--- src/rtl/hazard_scoreboard_unit_if.sv ---
// Hazard-unit bus: pipeline-side register/control info in, stall/flush/forward
// controls and performance counters out.
interface hazard_scoreboard_unit_if #(
    parameter int AW    = 5,
    parameter int CNT_W = 16
);
    logic [AW-1:0]    rs1_d;
    logic [AW-1:0]    rs2_d;
    logic [AW-1:0]    rd_d;
    logic             long_d;
    logic [AW-1:0]    rs1_e;
    logic [AW-1:0]    rs2_e;
    logic [AW-1:0]    rd_e;
    logic             regwrite_e;
    logic             load_e;
    logic             long_e;
    logic             pc_src_e;
    logic [AW-1:0]    rd_m;
    logic             regwrite_m;
    logic [AW-1:0]    rd_w;
    logic             regwrite_w;
    logic             lu_done;
    logic [AW-1:0]    lu_rd;
    logic             mem_stall;

    logic             stall_f;
    logic             stall_d;
    logic             stall_e;
    logic             stall_m;
    logic             flush_d;
    logic             flush_e;
    logic [1:0]       fwd_a_e;
    logic [1:0]       fwd_b_e;
    logic [CNT_W-1:0] stall_cnt;
    logic [CNT_W-1:0] flush_cnt;
    logic             lu_err;

    modport master (
        output rs1_d, rs2_d, rd_d, long_d,
        output rs1_e, rs2_e, rd_e, regwrite_e, load_e, long_e, pc_src_e,
        output rd_m, regwrite_m, rd_w, regwrite_w,
        output lu_done, lu_rd, mem_stall,
        input  stall_f, stall_d, stall_e, stall_m, flush_d, flush_e,
        input  fwd_a_e, fwd_b_e, stall_cnt, flush_cnt, lu_err
    );

    modport slave (
        input  rs1_d, rs2_d, rd_d, long_d,
        input  rs1_e, rs2_e, rd_e, regwrite_e, load_e, long_e, pc_src_e,
        input  rd_m, regwrite_m, rd_w, regwrite_w,
        input  lu_done, lu_rd, mem_stall,
        output stall_f, stall_d, stall_e, stall_m, flush_d, flush_e,
        output fwd_a_e, fwd_b_e, stall_cnt, flush_cnt, lu_err
    );
endinterface

--- src/rtl/hazard_scoreboard_unit.sv ---
// Hazard unit for the 5-stage pipeline: load-use and forwarding, a busy-register
// scoreboard for the out-of-order long-latency unit, data-memory wait freezes and
// saturating stall/flush counters.
module hazard_scoreboard_unit #(
    parameter int NREG    = 32,
    parameter int AW      = 5,
    parameter int MAX_OUT = 4,
    parameter int CNT_W   = 16
) (
    input logic                    clk,
    input logic                    rst,
    hazard_scoreboard_unit_if.slave hz
);

    logic [NREG-1:0]  busy;
    logic [NREG-1:0]  busy_eff;
    logic [NREG-1:0]  lu_clr;
    logic [NREG-1:0]  issue_set;
    logic [3:0]       out_cnt;
    logic [CNT_W-1:0] stall_cnt;
    logic [CNT_W-1:0] flush_cnt;
    logic             lu_err;

    logic             lw_stall;
    logic             sb_stall;
    logic             cap_stall;
    logic             dec_stall;
    logic             issue;
    logic             cnt_inc;
    logic             cnt_dec;

    logic             stall_f;
    logic             stall_d;
    logic             stall_e;
    logic             stall_m;
    logic             flush_d;
    logic             flush_e;
    logic [1:0]       fwd_a_e;
    logic [1:0]       fwd_b_e;

    localparam logic [3:0] MAX_CNT = 4'(MAX_OUT);

    // Forward source select for one E-stage operand; x0 is always read from the regfile.
    function automatic logic [1:0] fwd_sel(
        input logic [AW-1:0] src,
        input logic          wr_m,
        input logic [AW-1:0] dst_m,
        input logic          wr_w,
        input logic [AW-1:0] dst_w,
        input logic          done,
        input logic [AW-1:0] dst_lu
    );
        logic [1:0] sel;
        sel = 2'b00;
        if (src != '0) begin
            if (wr_m && dst_m == src) begin
                sel = 2'b10;
            end else if (wr_w && dst_w == src) begin
                sel = 2'b01;
            end else if (done && dst_lu == src) begin
                sel = 2'b11;
            end
        end
        return sel;
    endfunction

    // One-hot masks for the register retired and the register claimed this cycle.
    always_comb begin
        lu_clr    = '0;
        issue_set = '0;
        issue     = hz.long_e && hz.regwrite_e && (hz.rd_e != '0) && !hz.mem_stall;
        if (hz.lu_done) begin
            lu_clr[hz.lu_rd] = 1'b1;
        end
        if (issue) begin
            issue_set[hz.rd_e] = 1'b1;
        end
        busy_eff = busy & ~lu_clr;
    end

    // Decode-stage hazard detection: load-use, scoreboard (RAW and WAW) and in-flight cap.
    always_comb begin
        lw_stall  = hz.load_e && (hz.rd_e != '0) &&
                    ((hz.rd_e == hz.rs1_d) || (hz.rd_e == hz.rs2_d));
        sb_stall  = ((hz.rs1_d != '0) && busy_eff[hz.rs1_d]) ||
                    ((hz.rs2_d != '0) && busy_eff[hz.rs2_d]) ||
                    ((hz.rd_d  != '0) && busy_eff[hz.rd_d]);
        cap_stall = hz.long_d && (out_cnt == MAX_CNT) && !hz.lu_done;
        dec_stall = (lw_stall || sb_stall || cap_stall) && !hz.pc_src_e;
    end

    // Stage hold/flush controls; a memory wait freezes everything, reset bubbles D and E.
    always_comb begin
        stall_f = 1'b0;
        stall_d = 1'b0;
        stall_e = 1'b0;
        stall_m = 1'b0;
        flush_d = 1'b0;
        flush_e = 1'b0;
        if (rst) begin
            flush_d = 1'b1;
            flush_e = 1'b1;
        end else if (hz.mem_stall) begin
            stall_f = 1'b1;
            stall_d = 1'b1;
            stall_e = 1'b1;
            stall_m = 1'b1;
        end else begin
            stall_f = dec_stall;
            stall_d = dec_stall;
            flush_d = hz.pc_src_e;
            flush_e = hz.pc_src_e || dec_stall;
        end
    end

    // Operand forwarding muxes for the E stage.
    always_comb begin
        fwd_a_e = fwd_sel(hz.rs1_e, hz.regwrite_m, hz.rd_m, hz.regwrite_w, hz.rd_w,
                          hz.lu_done, hz.lu_rd);
        fwd_b_e = fwd_sel(hz.rs2_e, hz.regwrite_m, hz.rd_m, hz.regwrite_w, hz.rd_w,
                          hz.lu_done, hz.lu_rd);
    end

    assign cnt_inc = hz.long_e && !hz.mem_stall;
    assign cnt_dec = hz.lu_done;

    // Scoreboard, outstanding count, error flag and perf counters; a same-cycle set beats a clear.
    always_ff @(posedge clk) begin
        if (rst) begin
            busy      <= '0;
            out_cnt   <= '0;
            lu_err    <= 1'b0;
            stall_cnt <= '0;
            flush_cnt <= '0;
        end else begin
            busy <= (busy & ~lu_clr) | issue_set;
            if (cnt_inc && !cnt_dec) begin
                if (out_cnt != MAX_CNT) begin
                    out_cnt <= out_cnt + 4'd1;
                end
            end else if (!cnt_inc && cnt_dec) begin
                if (out_cnt != 4'd0) begin
                    out_cnt <= out_cnt - 4'd1;
                end
            end
            if (cnt_dec && out_cnt == 4'd0) begin
                lu_err <= 1'b1;
            end
            if (stall_f && stall_cnt != '1) begin
                stall_cnt <= stall_cnt + 1'b1;
            end
            if (flush_e && flush_cnt != '1) begin
                flush_cnt <= flush_cnt + 1'b1;
            end
        end
    end

    assign hz.stall_f   = stall_f;
    assign hz.stall_d   = stall_d;
    assign hz.stall_e   = stall_e;
    assign hz.stall_m   = stall_m;
    assign hz.flush_d   = flush_d;
    assign hz.flush_e   = flush_e;
    assign hz.fwd_a_e   = fwd_a_e;
    assign hz.fwd_b_e   = fwd_b_e;
    assign hz.stall_cnt = stall_cnt;
    assign hz.flush_cnt = flush_cnt;
    assign hz.lu_err    = lu_err;

endmodule
--- src/flat_wrapper.sv ---
// flat-port wrapper written by rule: the top's interface ports become plain ports
module hazard_scoreboard_unit_flat 
#(
    parameter int NREG    = 32,
    parameter int AW      = 5,
    parameter int MAX_OUT = 4,
    parameter int CNT_W   = 16
)
  (clk, rst, hz_rs1_d, hz_rs2_d, hz_rd_d, hz_long_d, hz_rs1_e, hz_rs2_e, hz_rd_e, hz_regwrite_e, hz_load_e, hz_long_e, hz_pc_src_e, hz_rd_m, hz_regwrite_m, hz_rd_w, hz_regwrite_w, hz_lu_done, hz_lu_rd, hz_mem_stall, hz_stall_f, hz_stall_d, hz_stall_e, hz_stall_m, hz_flush_d, hz_flush_e, hz_fwd_a_e, hz_fwd_b_e, hz_stall_cnt, hz_flush_cnt, hz_lu_err);
  hazard_scoreboard_unit_if #(.AW(AW), .CNT_W(CNT_W)) hz_i ();
  input logic clk;
  input logic rst;
  input wire logic [$bits(hz_i.rs1_d)-1:0] hz_rs1_d;
  input wire logic [$bits(hz_i.rs2_d)-1:0] hz_rs2_d;
  input wire logic [$bits(hz_i.rd_d)-1:0] hz_rd_d;
  input wire logic [$bits(hz_i.long_d)-1:0] hz_long_d;
  input wire logic [$bits(hz_i.rs1_e)-1:0] hz_rs1_e;
  input wire logic [$bits(hz_i.rs2_e)-1:0] hz_rs2_e;
  input wire logic [$bits(hz_i.rd_e)-1:0] hz_rd_e;
  input wire logic [$bits(hz_i.regwrite_e)-1:0] hz_regwrite_e;
  input wire logic [$bits(hz_i.load_e)-1:0] hz_load_e;
  input wire logic [$bits(hz_i.long_e)-1:0] hz_long_e;
  input wire logic [$bits(hz_i.pc_src_e)-1:0] hz_pc_src_e;
  input wire logic [$bits(hz_i.rd_m)-1:0] hz_rd_m;
  input wire logic [$bits(hz_i.regwrite_m)-1:0] hz_regwrite_m;
  input wire logic [$bits(hz_i.rd_w)-1:0] hz_rd_w;
  input wire logic [$bits(hz_i.regwrite_w)-1:0] hz_regwrite_w;
  input wire logic [$bits(hz_i.lu_done)-1:0] hz_lu_done;
  input wire logic [$bits(hz_i.lu_rd)-1:0] hz_lu_rd;
  input wire logic [$bits(hz_i.mem_stall)-1:0] hz_mem_stall;
  output wire logic [$bits(hz_i.stall_f)-1:0] hz_stall_f;
  output wire logic [$bits(hz_i.stall_d)-1:0] hz_stall_d;
  output wire logic [$bits(hz_i.stall_e)-1:0] hz_stall_e;
  output wire logic [$bits(hz_i.stall_m)-1:0] hz_stall_m;
  output wire logic [$bits(hz_i.flush_d)-1:0] hz_flush_d;
  output wire logic [$bits(hz_i.flush_e)-1:0] hz_flush_e;
  output wire logic [$bits(hz_i.fwd_a_e)-1:0] hz_fwd_a_e;
  output wire logic [$bits(hz_i.fwd_b_e)-1:0] hz_fwd_b_e;
  output wire logic [$bits(hz_i.stall_cnt)-1:0] hz_stall_cnt;
  output wire logic [$bits(hz_i.flush_cnt)-1:0] hz_flush_cnt;
  output wire logic [$bits(hz_i.lu_err)-1:0] hz_lu_err;
  assign hz_i.rs1_d = hz_rs1_d;
  assign hz_i.rs2_d = hz_rs2_d;
  assign hz_i.rd_d = hz_rd_d;
  assign hz_i.long_d = hz_long_d;
  assign hz_i.rs1_e = hz_rs1_e;
  assign hz_i.rs2_e = hz_rs2_e;
  assign hz_i.rd_e = hz_rd_e;
  assign hz_i.regwrite_e = hz_regwrite_e;
  assign hz_i.load_e = hz_load_e;
  assign hz_i.long_e = hz_long_e;
  assign hz_i.pc_src_e = hz_pc_src_e;
  assign hz_i.rd_m = hz_rd_m;
  assign hz_i.regwrite_m = hz_regwrite_m;
  assign hz_i.rd_w = hz_rd_w;
  assign hz_i.regwrite_w = hz_regwrite_w;
  assign hz_i.lu_done = hz_lu_done;
  assign hz_i.lu_rd = hz_lu_rd;
  assign hz_i.mem_stall = hz_mem_stall;
  assign hz_stall_f = hz_i.stall_f;
  assign hz_stall_d = hz_i.stall_d;
  assign hz_stall_e = hz_i.stall_e;
  assign hz_stall_m = hz_i.stall_m;
  assign hz_flush_d = hz_i.flush_d;
  assign hz_flush_e = hz_i.flush_e;
  assign hz_fwd_a_e = hz_i.fwd_a_e;
  assign hz_fwd_b_e = hz_i.fwd_b_e;
  assign hz_stall_cnt = hz_i.stall_cnt;
  assign hz_flush_cnt = hz_i.flush_cnt;
  assign hz_lu_err = hz_i.lu_err;
  hazard_scoreboard_unit #(.NREG(NREG), .AW(AW), .MAX_OUT(MAX_OUT), .CNT_W(CNT_W)) u_core (.clk(clk), .rst(rst), .hz(hz_i));
endmodule
--- config.mk ---
export PLATFORM = sky130hd
export DESIGN_NAME = hazard_scoreboard_unit_flat
export DESIGN_NICKNAME = d
export VERILOG_FILES = /design/src/rtl/hazard_scoreboard_unit_if.sv /design/src/rtl/hazard_scoreboard_unit.sv /design/src/flat_wrapper.sv
export SDC_FILE = /design/constraint.sdc
export NUM_CORES = 1
export LEC_CHECK = 0
export ABC_AREA = 0
export ABC_CLOCK_PERIOD_IN_PS = 3900
export BUFFER_PORTS_ARGS = -buffer_cell sky130_fd_sc_hd__buf_2
export CORE_MARGIN = 4
export CORE_UTILIZATION = 44
export CTS_CLUSTER_SIZE = 12
export DETAILED_ROUTE_END_ITERATION = 10
export HOLD_SLACK_MARGIN = 0.05
export PLACE_DENSITY_LB_ADDON = 0.15
export SETUP_SLACK_MARGIN = 0.05
export SYNTH_ARGS = -nofsm -noshare
export SYNTH_HDL_FRONTEND = slang
export SYNTH_SLANG_ARGS = --single-unit
--- constraint.sdc ---
create_clock -name clk -period 3.9 [get_ports clk]
set_input_delay 0.78 -clock clk [delete_from_list [all_inputs] [get_ports clk]]
set_output_delay 0.78 -clock clk [all_outputs]
set_load 0.005 [all_outputs]
Yosys cells after proc, flatten, opt, wreduce, memory -nomap -nowiden
Cells that the tools add are included.

storage, ports and cells
  logic and storage cells = 110
  bits in writable memories = 0
  memory bits (read-only) = 0
  flip-flop bits (word level) = 69
  bits in latches = 0
  output and inout port bits = 43
  memories kept = 0

operators by class
  shift-type cells = 0
  equal/unequal tests = 13
  div/mod/pow operators = 0
  multiply operators = 0
  add/sub/neg operators = 4
  mux-type cells = 32
  $lt $le $gt $ge = 7
  reduce and logical (&&, ||, !) cells = 46
  bitwise logic cells = 3

operators with widths
  kind                                                 count
  two-way mux 32 bit                                   2
  equality test 5 bit                                  8
  adder 16 x 1 -> 16 bit, second input constant        2
  bitwise AND 32 bit                                   1
  != test 16 bit, second input constant                2
  inverter 32 bit                                      1
  bitwise OR 32 bit                                    1
  < comparator 5 x 6 -> 1 bit, second input constant   5
  nonzero test 5 bit                                   6
  logical AND 1 bit                                    25
  two-way mux 2 bit                                    8
  two-way mux 4 bit                                    4
  binary-select mux 1 bit (select 5 bit)               3
  two-way mux 1 bit                                    13
  demux 1 bit (select 5 bit)                           2
  >= comparator 5 x 1 -> 1 bit, second input constant  2
  logical OR 1 bit                                     6
  adder 4 x 1 -> 4 bit, second input constant          1
  equality test 4 x 3 -> 1 bit, second input constant  1
  logical NOT 1 bit                                    4
  logical NOT 4 bit                                    1
  != test 4 x 3 -> 1 bit, second input constant        1
  nonzero test 2 bit                                   2
  nonzero test 4 bit                                   1
  other kinds (3)                                      3

Longest topological paths before layout
  depth after elaboration = 19
  gate-level depth with buffers = 13
  gate-level depth less buffers = 10

Least setup slack after synthesis
No wires, ideal clock.

  kind = input -> output
  start point = input port hz_rd_d[0]
  end point = output port hz_stall_f
  slack = -30 ps
  stages = 11
  data required time = 3120 ps
  arrival = 3150 ps
  cells stage by stage = clkbuf_1 > mux4_2 > o2111a_1 > or3b_1 > a221oi_2 > nand3_1 > nor2_2 > buf_4 > buf_6 > nor2_1 > buf_4

between the ends
  cells in the longest elaborated chain, start to end = 9
  elaborated cells on any way between the ends = 10

RTL lines
  element                                  line                          RTL
  from (decl)                              flat_wrapper.sv:15            input wire logic [$bits(hz_i.rd_d)-1:0] hz_rd_d;
  binary-select mux 1 bit (select 5 bit)   hazard_scoreboard_unit.sv:87  ((hz.rd_d != '0) && busy_eff[hz.rd_d]);
  two-way mux 1 bit (implied by the code)  hazard_scoreboard_unit.sv:87
  logical AND 1 bit *                      hazard_scoreboard_unit.sv:87
  logical OR 1 bit *                       hazard_scoreboard_unit.sv:86  ((hz.rs2_d != '0) && busy_eff[hz.rs2_d]) ||
  logical OR 1 bit * (2 in a row)          hazard_scoreboard_unit.sv:89  dec_stall = (lw_stall || sb_stall || cap_stall) && !hz.pc_src_e;
  logical AND 1 bit *                      hazard_scoreboard_unit.sv:89
  two-way mux 1 bit * (2 in a row)         --
  to (decl)                                flat_wrapper.sv:31            output wire logic [$bits(hz_i.stall_f)-1:0] hz_stall_f;

Every way passes the cells marked *; elsewhere a longest branch is shown, timed or not. The select of a mux whose other input is x is not followed.

Final worst setup path
  start point = input port hz_lu_done
  end point = output port hz_flush_e

between the ends
  cells in the longest elaborated chain, start to end = 14
  elaborated cells on any way between the ends = 22

RTL lines
  element                                                           line                                                        RTL
  from (decl)                                                       flat_wrapper.sv:28                                          input wire logic [$bits(hz_i.lu_done)-1:0] hz_lu_done;
  two-way mux 32 bit                                                hazard_scoreboard_unit.sv:72                                if (hz.lu_done) begin
  inverter 32 bit                                                   hazard_scoreboard_unit.sv:78                                busy_eff = busy & ~lu_clr;
  bitwise AND 32 bit                                                hazard_scoreboard_unit.sv:78
  binary-select mux 1 bit (select 5 bit), on equally long branches  hazard_scoreboard_unit.sv:85, hazard_scoreboard_unit.sv:86
  two-way mux 1 bit, on equally long branches                       hazard_scoreboard_unit.sv:85, hazard_scoreboard_unit.sv:86
  logical AND 1 bit, on equally long branches                       hazard_scoreboard_unit.sv:85, hazard_scoreboard_unit.sv:86
  logical OR 1 bit                                                  hazard_scoreboard_unit.sv:85                                sb_stall = ((hz.rs1_d != '0) && busy_eff[hz.rs1_d]) ||
  logical OR 1 bit                                                  hazard_scoreboard_unit.sv:86
  logical OR 1 bit                                                  hazard_scoreboard_unit.sv:89
  logical OR 1 bit *                                                hazard_scoreboard_unit.sv:89
  logical AND 1 bit *                                               hazard_scoreboard_unit.sv:89
  logical OR 1 bit *                                                hazard_scoreboard_unit.sv:112                               flush_e = hz.pc_src_e || dec_stall;
  two-way mux 1 bit *                                               hazard_scoreboard_unit.sv:103                               end else if (hz.mem_stall) begin
  two-way mux 1 bit *                                               hazard_scoreboard_unit.sv:100                               if (rst) begin
  to (decl)                                                         flat_wrapper.sv:36                                          output wire logic [$bits(hz_i.flush_e)-1:0] hz_flush_e;

Marked as above.

==> reports/qor.yml <==
status: "complete, no violations"
hp-start: "u_core.hz.stall_cnt[5]$_SDFFE_PP0P_"
synth_top_area_cell: "dfxtp_1"
p_leak_nw: 2.50
fin_util_pct: 55.6
p_per_area_mw_per_mm2: 321
ios: 99
wl_per_cell_um: 19.1
cts_tree: "done"
fin_crit_sh_pct: 96.2
hold_viol_final: 0
cts_buffers: 9
setup_viol: 0
grt_first_pass_wirelength_mm: 27.3
vias_per_cell: 6.24
grt_usage_pct: 25.1
synthFlopType: "dfxtp_1"
synth_edf_count: 0
seq_area_mm2: 0.00136
rows: 39
core_area_mm2: 0.0116
rr_startpoint: "u_core.busy[6]$_SDFF_PP0_"
fill_cells: 1095
drt_iter0_markers: 536
worstReg2RegEnd: "u_core.hz.flush_cnt[6]$_SDFFE_PP0P_"
post-route-cell-area_mm2: 0.00642
hpwl_mm: 13.2
fmaxAchievable_ghz: 0.266
cap_violations: 0
setup_tns_ns: 0
gp_congestion: 1.03
placed_cell_area_mm2: 0.00602
worstSkewPairLatency_ns: 0.34
chipHeight_um: 117
cp.arrival_ns: 2.97
syn-cell-area_mm2: 0.00525
drc: 0
rsz0062_at_grt: "no"
r2r_setup_slack_ns: 1.04
vdd_drop_max_mv: 0.239
p_total_mw: 2.06
vias: 5719
dieArea_mm2: 0.0138
nets: 830
clk_path_buf_depth: 2
final_cells: 917
synth_cells: 662
cp_max_fo: 16
die_x_um: 117
async_reset_ff_share_pct: 0
dpl.cell_count: 900
dpl_worst_slack_ns: 0.0254
clkTransAtPathRegs_ns: 0.05
synth.distinct_cells: 74
finClkSkew_ns: 0.00757
cp_data_required_time_ns: 3.12
avgSynthCellArea_um2: 7.94
routed_wl_mm: 17.6
grt_pass1_vias: 5346
yosysTopAreaCellShare_pct: 25.9
placement.io_buffers: 98
cts.sinks: 68
yosysSeqAreaShare_pct: 25.9
relSlewSlack_pct: 43.8
antenna_found_initial: 0
crit_path_start_kind: "primary input"
htree_num_levels: 3
cts_root_buffer: "clkbuf_16"
overflow: 0
grt_max_degree: 72
initial_utilization_pct: 45.4
min_path_cells: 2
min_period_ns: 3.75
drv_slew: 0
tightest_slew_ns: 0.836
multiInputGateArea_mm2: 0.00367
antennaDiodeCount: 0
layout-area-overhead-vs-synth_pct: 22.3
reg2regPathDepth: 10
worstSetupPathType: "primary input to output port"
setup_slack_ns: 0.147
yosys_warnings: 0
min-delay-path-class: "flip-flop to flip-flop"
ys_ff_latch: 68
final_antenna_net_count: 0
synth.net_count: 723
hold_path_end: "u_core.hz.stall_cnt[5]$_SDFFE_PP0P_"
end_kind: "output port"
synth.area.top_cells: "dfxtp_1 (26%), xor2_1 (5.5%), a21oi_1 (4.7%), nand2_1 (3.6%), nor2_1 (3.4%)"
synth.top_cells.by_count: "dfxtp_1 (68), nand2_1 (50), a21oi_1 (49)"
hold_ws_ns: 0.483
yosysMostFrequentCell: "dfxtp_1"
layout-drive-gt1-share_pct: 26.1
firstDrtPassIters: 5
cells by family (layout without fill, tap and decap cells):
family	count (synthesis)	count (layout)	share of synthesized area, %
AO/OA/AOI/OAI	174	174	22.1
XOR/XNOR	50	50	8.34
adder cells (fa/ha/maj)	5	5	1.33
buffers and inverters	66	178	5.74
flip-flops	68	68	25.9
multiplexers	35	35	8.76
AND/OR/NAND/NOR	264	264	27.8
sequential cells by signal, indices dropped and copies added (netlist names):
name,cells
u_core.busy,31
u_core.hz.flush_cnt,16
u_core.hz.lu_err,1
u_core.hz.stall_cnt,16
u_core.out_cnt,4
per-layer routing:
metal,vias up,wire [um],global-route usage [%]
met3,42,1630,5.30
li1,2689,-,-
met5,-,0,0
met4,0,484,9.48
met1,2701,7270,33.1
met2,287,8160,40.5
layout by cell type, fill, tap and decap left out, types with 4 or more instances in the layout:
master	instances
clkbuf_16	9
xor2_1	33
a21oi_1	49
nand4b_1	4
o211ai_1	18
o31ai_1	13
nor2_1	47
a22oi_1	9
xnor2_1	17
buf_2	93
nor2b_1	19
ha_1	4
nand2_1	49
nand4_1	8
o21ai_2	7
nor3_1	15
or3_1	12
nor3b_1	5
mux2_2	10
inv_1	20
o21ai_0	18
or4_1	13
nand3_1	29
a31oi_1	9
dfxtp_1	68
nor4_1	13
mux2i_1	10
mux4_2	7
or2_2	4
mux2_1	8
buf_4	46
o21ai_1	9
and3_1	13
o311ai_0	4
a311oi_1	5
nand2b_1	6
critical path, cell delays in order:
cell and delay [ns]:
clkbuf_4 0.20, or4bb_4 0.61, o21a_1 0.26, a221o_1 0.37, o211ai_2 0.20, nand4_4 0.16
o21ai_2 0.21, inv_1 0.05, buf_2 0.12
layout make-up:
class / instances / area share [%]
clock buffer: 10 / 3.72
multi-input combinational: 528 / 57.1
clock inverter: 6 / 0.993
timing repair buffer: 142 / 13.0
inverter: 20 / 1.17
tap: 143 / 2.78
sequential: 68 / 21.2
power by group:
| part | leakage (nW) | switching (mW) | internal, mW | total [mW] |
|---|---|---|---|---|
| registers | 0.550 | 0.0387 | 0.728 | 0.766 |
| clock network | 0.144 | 0.315 | 0.511 | 0.825 |
| logic | 1.80 | 0.266 | 0.206 | 0.472 |
timing repair:
item | in CTS | in global routing
gates resized for setup | 1 | 29
endpoints found under the setup margin | 2 | 3
buffers inserted | 0 | 1
cloned | 0 | 0
hold endpoints to repair | 0 | 0
hold buffers | 0 | 0
pin swaps | 0 | 9
worst max-delay path by stage:
| stage | startpoint | end | cells after the start |
|---|---|---|---|
| floorplan | hz_lu_rd[0] | hz_stall_f | 13 |
| global placement | hz_lu_rd[0] | hz_flush_e | 10 |
| detailed placement | hz_lu_rd[0] | hz_stall_d | 10 |
| CTS | hz_lu_rd[0] | hz_flush_e | 10 |
| global route | hz_lu_rd[2] | hz_stall_f | 12 |
| finish | hz_lu_done | hz_flush_e | 9 |
Note: power is estimated with default switching activity, not from simulation.
